## config.mk

```make
export PLATFORM = sky130hd
export DESIGN_NAME = fetch_queue_unit
export DESIGN_NICKNAME = d
export VERILOG_FILES = /design/src/rtl/fetch_pkg.sv /design/src/rtl/cla_16b.sv /design/src/rtl/fetch_fifo.sv /design/src/rtl/fetch_queue_unit.sv
export SDC_FILE = /design/constraint.sdc
export NUM_CORES = 1
export LEC_CHECK = 0
export CAP_MARGIN = 5
export CELL_PAD_IN_SITES_DETAIL_PLACEMENT = 1
export CELL_PAD_IN_SITES_GLOBAL_PLACEMENT = 2
export CORE_UTILIZATION = 43
export CTS_CLUSTER_SIZE = 10
export DETAILED_ROUTE_END_ITERATION = 10
export GPL_ROUTABILITY_DRIVEN = 0
export PLACE_DENSITY = 0.82
export SLEW_MARGIN = 15
export SYNTH_ARGS = -nofsm -noshare
export SYNTH_HDL_FRONTEND = slang
export SYNTH_SLANG_ARGS = --single-unit
```

## constraint.sdc

```tcl
create_clock -name clk -period 9.1 [get_ports clk]
set_clock_uncertainty 0.2 [all_clocks]
set_input_delay 2.73 -clock clk [delete_from_list [all_inputs] [get_ports clk]]
set_output_delay 2.73 -clock clk [all_outputs]
set_load 0.02 [all_outputs]
```

## src/rtl/fetch_pkg.sv

```systemverilog
// Shared types and default parameters for the prefetching fetch unit.
package fetch_pkg;

   localparam int unsigned      DEF_W        = 16;
   localparam int unsigned      DEF_DEPTH    = 4;
   localparam int unsigned      DEF_INC      = 2;
   localparam logic [DEF_W-1:0] DEF_RESET_PC = '0;

   typedef enum logic [1:0] {
      FETCH  = 2'd0,
      DROP   = 2'd1,
      HALTED = 2'd2
   } fetch_state_t;

   typedef struct packed {
      logic [DEF_W-1:0] instr;
      logic [DEF_W-1:0] pc_next;
   } fetch_entry_t;

endpackage

```

## src/rtl/cla_16b.sv

```systemverilog
// 16-bit carry-lookahead adder built from four 4-bit lookahead groups.
module cla_16b (
   input  logic [15:0] a,
   input  logic [15:0] b,
   input  logic        cin,
   output logic [15:0] sum
);

   logic [15:0] g;
   logic [15:0] p;
   logic [16:0] c;
   logic        gg;
   logic        pg;

   always_comb begin
      g    = a & b;
      p    = a ^ b;
      c    = '0;
      gg   = 1'b0;
      pg   = 1'b0;
      c[0] = cin;
      for (int k = 0; k < 4; k++) begin
         gg = g[4*k+3] | (p[4*k+3] & g[4*k+2]) | (p[4*k+3] & p[4*k+2] & g[4*k+1]) |
              (p[4*k+3] & p[4*k+2] & p[4*k+1] & g[4*k]);
         pg = &p[4*k +: 4];
         for (int i = 0; i < 3; i++) begin
            c[4*k+i+1] = g[4*k+i] | (p[4*k+i] & c[4*k+i]);
         end
         // Group carry-out comes from the lookahead terms, not the ripple chain.
         c[4*k+4] = gg | (pg & c[4*k]);
      end
      sum = p ^ c[15:0];
   end

endmodule

```

## src/rtl/fetch_fifo.sv

```systemverilog
// Circular prefetch buffer of fetch entries with synchronous flush.
module fetch_fifo
   import fetch_pkg::*;
#(
   parameter int unsigned DEPTH   = DEF_DEPTH,
   parameter type         entry_t = fetch_entry_t
) (
   input  logic                   clk,
   input  logic                   rst,
   input  logic                   push,
   input  logic                   pop,
   input  logic                   flush,
   input  entry_t                 wdata,
   output entry_t                 rdata,
   output logic                   full,
   output logic                   empty,
   output logic [$clog2(DEPTH):0] count
);

   localparam int unsigned AW = $clog2(DEPTH);
   localparam int unsigned CW = AW + 1;

   entry_t          mem_q [DEPTH];
   logic [AW-1:0]   rd_ptr_q;
   logic [AW-1:0]   wr_ptr_q;
   logic [CW-1:0]   count_q;
   logic            do_push;
   logic            do_pop;

   always_comb begin
      full    = (count_q == CW'(DEPTH));
      empty   = (count_q == '0);
      do_pop  = pop && !empty;
      do_push = push && (!full || do_pop);
      rdata   = mem_q[rd_ptr_q];
      count   = count_q;
   end

   always_ff @(posedge clk) begin
      if (!rst || flush) begin
         rd_ptr_q <= '0;
         wr_ptr_q <= '0;
         count_q  <= '0;
      end else begin
         if (do_push) wr_ptr_q <= wr_ptr_q + AW'(1);
         if (do_pop)  rd_ptr_q <= rd_ptr_q + AW'(1);
         case ({do_push, do_pop})
            2'b10:   count_q <= count_q + CW'(1);
            2'b01:   count_q <= count_q - CW'(1);
            default: ;
         endcase
      end
   end

   always_ff @(posedge clk) begin
      if (rst && !flush && do_push) mem_q[wr_ptr_q] <= wdata;
   end

endmodule

```

## src/rtl/fetch_queue_unit.sv

```systemverilog
// Fetch stage: PC, req/ack instruction fetch, prefetch queue toward decode,
// redirect with stale-response drop, and halt.
module fetch_queue_unit
   import fetch_pkg::*;
#(
   parameter int unsigned  W        = DEF_W,
   parameter int unsigned  DEPTH    = DEF_DEPTH,
   parameter int unsigned  INC      = DEF_INC,
   parameter logic [W-1:0] RESET_PC = W'(DEF_RESET_PC)
) (
   input  logic         clk,
   input  logic         rst,
   output logic         imem_req,
   output logic [W-1:0] imem_addr,
   input  logic         imem_ack,
   input  logic [W-1:0] imem_rdata,
   input  logic         redirect_valid,
   input  logic [W-1:0] redirect_addr,
   input  logic         halt,
   output logic         out_valid,
   input  logic         out_ready,
   output logic [W-1:0] out_instr,
   output logic [W-1:0] out_pc_next,
   output logic         busy
);

   localparam int unsigned CW = $clog2(DEPTH) + 1;

   typedef struct packed {
      logic [W-1:0] instr;
      logic [W-1:0] pc_next;
   } entry_t;

   fetch_state_t  state_q;
   logic [W-1:0]  pc_q;
   logic [W-1:0]  pc_inc;
   logic          outstanding_q;
   logic          fifo_push;
   logic          fifo_pop;
   logic          fifo_flush;
   logic          fifo_full;
   logic          fifo_empty;
   logic [CW-1:0] fifo_count;
   entry_t        fifo_wdata;
   entry_t        fifo_rdata;

   if (W == 16) begin : g_cla
      cla_16b u_pc_add (
         .a   (pc_q),
         .b   (W'(INC)),
         .cin (1'b0),
         .sum (pc_inc)
      );
   end else begin : g_add
      assign pc_inc = pc_q + W'(INC);
   end

   fetch_fifo #(
      .DEPTH   (DEPTH),
      .entry_t (entry_t)
   ) u_fifo (
      .clk   (clk),
      .rst   (rst),
      .push  (fifo_push),
      .pop   (fifo_pop),
      .flush (fifo_flush),
      .wdata (fifo_wdata),
      .rdata (fifo_rdata),
      .full  (fifo_full),
      .empty (fifo_empty),
      .count (fifo_count)
   );

   always_comb begin
      // An outstanding request already holds a queue slot, so it keeps req high.
      imem_req           = rst && (state_q == FETCH) && (outstanding_q || !fifo_full);
      imem_addr          = pc_q;
      out_valid          = rst && !fifo_empty;
      out_instr          = fifo_rdata.instr;
      out_pc_next        = fifo_rdata.pc_next;
      busy               = rst && (outstanding_q || imem_req || (fifo_count != '0));
      fifo_flush         = redirect_valid && !halt && (state_q != HALTED);
      fifo_push          = imem_req && imem_ack && !halt && !redirect_valid;
      fifo_pop           = out_valid && out_ready && !fifo_flush;
      fifo_wdata.instr   = imem_rdata;
      fifo_wdata.pc_next = pc_inc;
   end

   always_ff @(posedge clk) begin
      if (!rst) begin
         state_q       <= FETCH;
         pc_q          <= RESET_PC;
         outstanding_q <= 1'b0;
      end else begin
         unique case (state_q)
            FETCH: begin
               if (halt) begin
                  state_q       <= HALTED;
                  outstanding_q <= imem_req && !imem_ack;
               end else if (redirect_valid) begin
                  pc_q          <= redirect_addr;
                  outstanding_q <= imem_req && !imem_ack;
                  if (imem_req && !imem_ack) state_q <= DROP;
               end else if (imem_req && imem_ack) begin
                  pc_q          <= pc_inc;
                  outstanding_q <= 1'b0;
               end else begin
                  outstanding_q <= imem_req;
               end
            end
            DROP: begin
               if (imem_ack) outstanding_q <= 1'b0;
               if (halt) begin
                  state_q <= HALTED;
               end else begin
                  if (redirect_valid) pc_q <= redirect_addr;
                  if (imem_ack) state_q <= FETCH;
               end
            end
            HALTED: begin
               if (imem_ack) outstanding_q <= 1'b0;
            end
            default: state_q <= FETCH;
         endcase
      end
   end

endmodule

```

==> flow_summary.ini <==
[clock_tree]
cts_root_buf = clkbuf_16
hold_buffers = 0
cts_max_level = 4
clk_latency_ps = 420
cts_sinks = 156
cts_buffers = 17
clockBufferDepth = 2
cts_resized = 0
cts_tree = built
post_cts_buffers = 0
path_clk_slew_ps = 60

[outcome]
status = finished, final reports clean

[critical_path]
cp_slowest_cell = clkdlybuf4s50_1
cp-start-kind = input port
r2r_slack_ps = 6090
path_delay_family = buffers and inverters
crit_buf_inv = 5
cp_max_fo = 22
critPathArrivalTime_ps = 4470
slowest_delay_ps = 600
worstPathRequired_ps = 6170
cp-end-kind = output pin
critPathKind = in -> out
crit_path_cell_trace = clkdlybuf4s50_1, buf_4, clkinv_1, buf_4, nor2_1, clkdlybuf4s50_1

[finish]
fin_area_um2 = 7935
diodes = 0
fin_cells = 662
final_util = 0.5439
drive_above_1_share = 0.1402
layout-area-overhead-vs-synth_pct = 22.62
finalNetCount = 523

[hold_path]
worst_hold_path_type = reg -> reg

[floorplanning]
initial_core_util = 0.4436
dieWidth_um = 124.7
die_h_um = 124.7
ios = 89
rows = 44
dieArea_um2 = 15540
core_region_area_um2 = 14590

[sta]
period_minus_slack_ps = 7403
tns_ps = 0
rsz0062_at_grt = false
max_freq_mhz = 135.1
slew_headroom = 0.4299
setup_viol = 0
drv_slew = 0
tightest_slew_ps = 854.2
hold_viol = 0
final.period_utilization = 0.8135

[synth]
synth_fp_nets = 438
synth_edf_count = 128
synth_seq_cells = 156
synthesis.area_um2 = 6471
ys.flop_type = edfxtp_1
ys_top_cells_by_area = edfxtp_1, mux4_2, dfxtp_1
synth_top_cell_by_area = edfxtp_1
syn_area_per_cell_um2 = 16.98
synthCells = 381
synth_top_area_frac = 0.5940
netlist-cell-type-count = 45
ys_warn_count = 0
synthArstFlopShare = 0
seq_area_frac_synth = 0.6806

[route]
num_vias = 3628
drt_iter0_markers = 160
wl_um = 13370
avgRoutedWirePerCell_um = 20.19
drc = 0
drt_first_pass_iters = 4
final_antenna_net_count = 0
via_per_inst = 5.480

[global_route]
grt_overflow = 0
grt_usage = 0.1833
grt_pass1_wl_um = 21250
first_global_vias = 3943
grt_max_degree = 33
antenna_found_initial = 0

[job]
drv_cap = 0

[placed_design]
placement.io_buffers = 88
place_area_um2 = 7443
dp.cells = 631
hpwlAfterDp_um = 8914

[pwr]
power.density_nw_per_um2 = 190.2
p_leak_nw = 2.666
irDropWorstVdd_mv = 0.1332
-- final cells by class --
| class | instances | area (um^2) |
|---|---|---|
| sequential | 156 | 4405 |
| timing repair buffer | 97 | 948.4 |
| clock buffer | 20 | 436.7 |
| multi-input combinational | 181 | 1810 |
| inverter | 13 | 48.80 |
| tap | 184 | 230.2 |
| clock inverter | 11 | 55.05 |
| fill | 1376 | 6654 |
-- synthesized netlist by cell type (2+ instances only) --
cell type and n:
a21oi_1 7, and2_1 5, buf_2 4, buf_4 19
buf_6 2, clkbuf_1 5, dfxtp_1 28, edfxtp_1 128
ha_1 18, inv_1 12, mux2i_1 11, mux4_2 32
nand2_1 3, nand2b_1 3, nand3_1 18, nand4_1 2
nor2_1 21, nor2b_1 5, nor3_1 8, o21ai_0 5
o31ai_1 10, o41ai_1 4, or3_1 2, xor2_1 8
-- where the power goes --
group	switching, mW	internal [mW]
Sequential	0.00892	0.784
Clock	0.256	0.339
Combinational	0.0658	0.0552
Total	0.331	1.18
-- per-layer routing --
layer  share of wire  vias to the layer above  track usage
met5               0                        -            0
met4           0.017                        0      0.07654
met3           0.038                       18      0.03995
met2            0.50                       89       0.2990
met1            0.45                     1872       0.2376
li1                -                     1649            -
-- logic make-up after synthesis --
logic type	after synthesis	synth area share
flops	156	0.6806
simple gates	75	0.06110
buf+inv	44	0.03964
mux	43	0.1284
compound gates	35	0.04022
fa+ha+maj	19	0.03790
xor+xnor	9	0.01218
-- state kept, by name (all words and copies together) (netlist names), named ones only --
signal,cells
state_q,2
outstanding_q,1
u_fifo.count,3
u_fifo.mem_q,128
u_fifo.wr_ptr_q,2
imem_addr,16
u_fifo.rd_ptr_q,2
-- worst reg2reg max path, stage by stage (launching register included) --
cell and delay [ps]:
dfxtp_1 330, inv_1 80, ha_1 390, nand4b_1 150
a311oi_1 260, buf_4 200, and2_1 660, buf_4 410
-- per-stage QoR --
step	power [mW]	setup WS, ps	hold slack (ps)
final	1.509	1697	301.1
after global routing	1.560	1550	331.4
after CTS	1.526	1679	305.9
after detailed placement	0.9305	1676	294.4
after global placement	0.9256	1674	296.4
after floorplan	0.8797	2584	263.3
-- final timing paths --
check                             startpoint                            end  cells after the start
setup reg to reg     state_q[0]$_SDFFE_PN0P_  u_fifo.mem_q[3][31]$_DFFE_PP_                      7
setup / recovery                         rst                           busy                      6
hold / removal    imem_addr[13]$_SDFFE_PN0P_     imem_addr[13]$_SDFFE_PN0P_                      2
hold reg to reg   imem_addr[13]$_SDFFE_PN0P_     imem_addr[13]$_SDFFE_PN0P_                      2
-- cell usage in the layout, fill, tap and decap left out, types with 2 or more instances in the layout --
master,Yosys,final
or3_1,2,2
edfxtp_1,128,128
nand2_1,3,3
nand4_1,2,2
clkdlybuf4s50_1,0,88
and2_1,5,5
buf_4,19,9
mux2i_1,11,11
clkbuf_16,0,17
dfxtp_1,28,27
nand2b_1,3,3
ha_1,18,18
o21ai_0,5,5
clkinvlp_4,0,3
clkinv_1,1,7
nor2b_1,5,5
nand3_1,18,18
o41ai_1,4,4
mux4_2,32,32
inv_1,12,12
o31ai_1,10,10
nor2_1,21,21
clkinv_2,0,2
xor2_1,8,8
a21oi_1,7,7
clkbuf_1,5,3
nor3_1,8,8
Note: power is estimated with default switching activity, not from simulation.
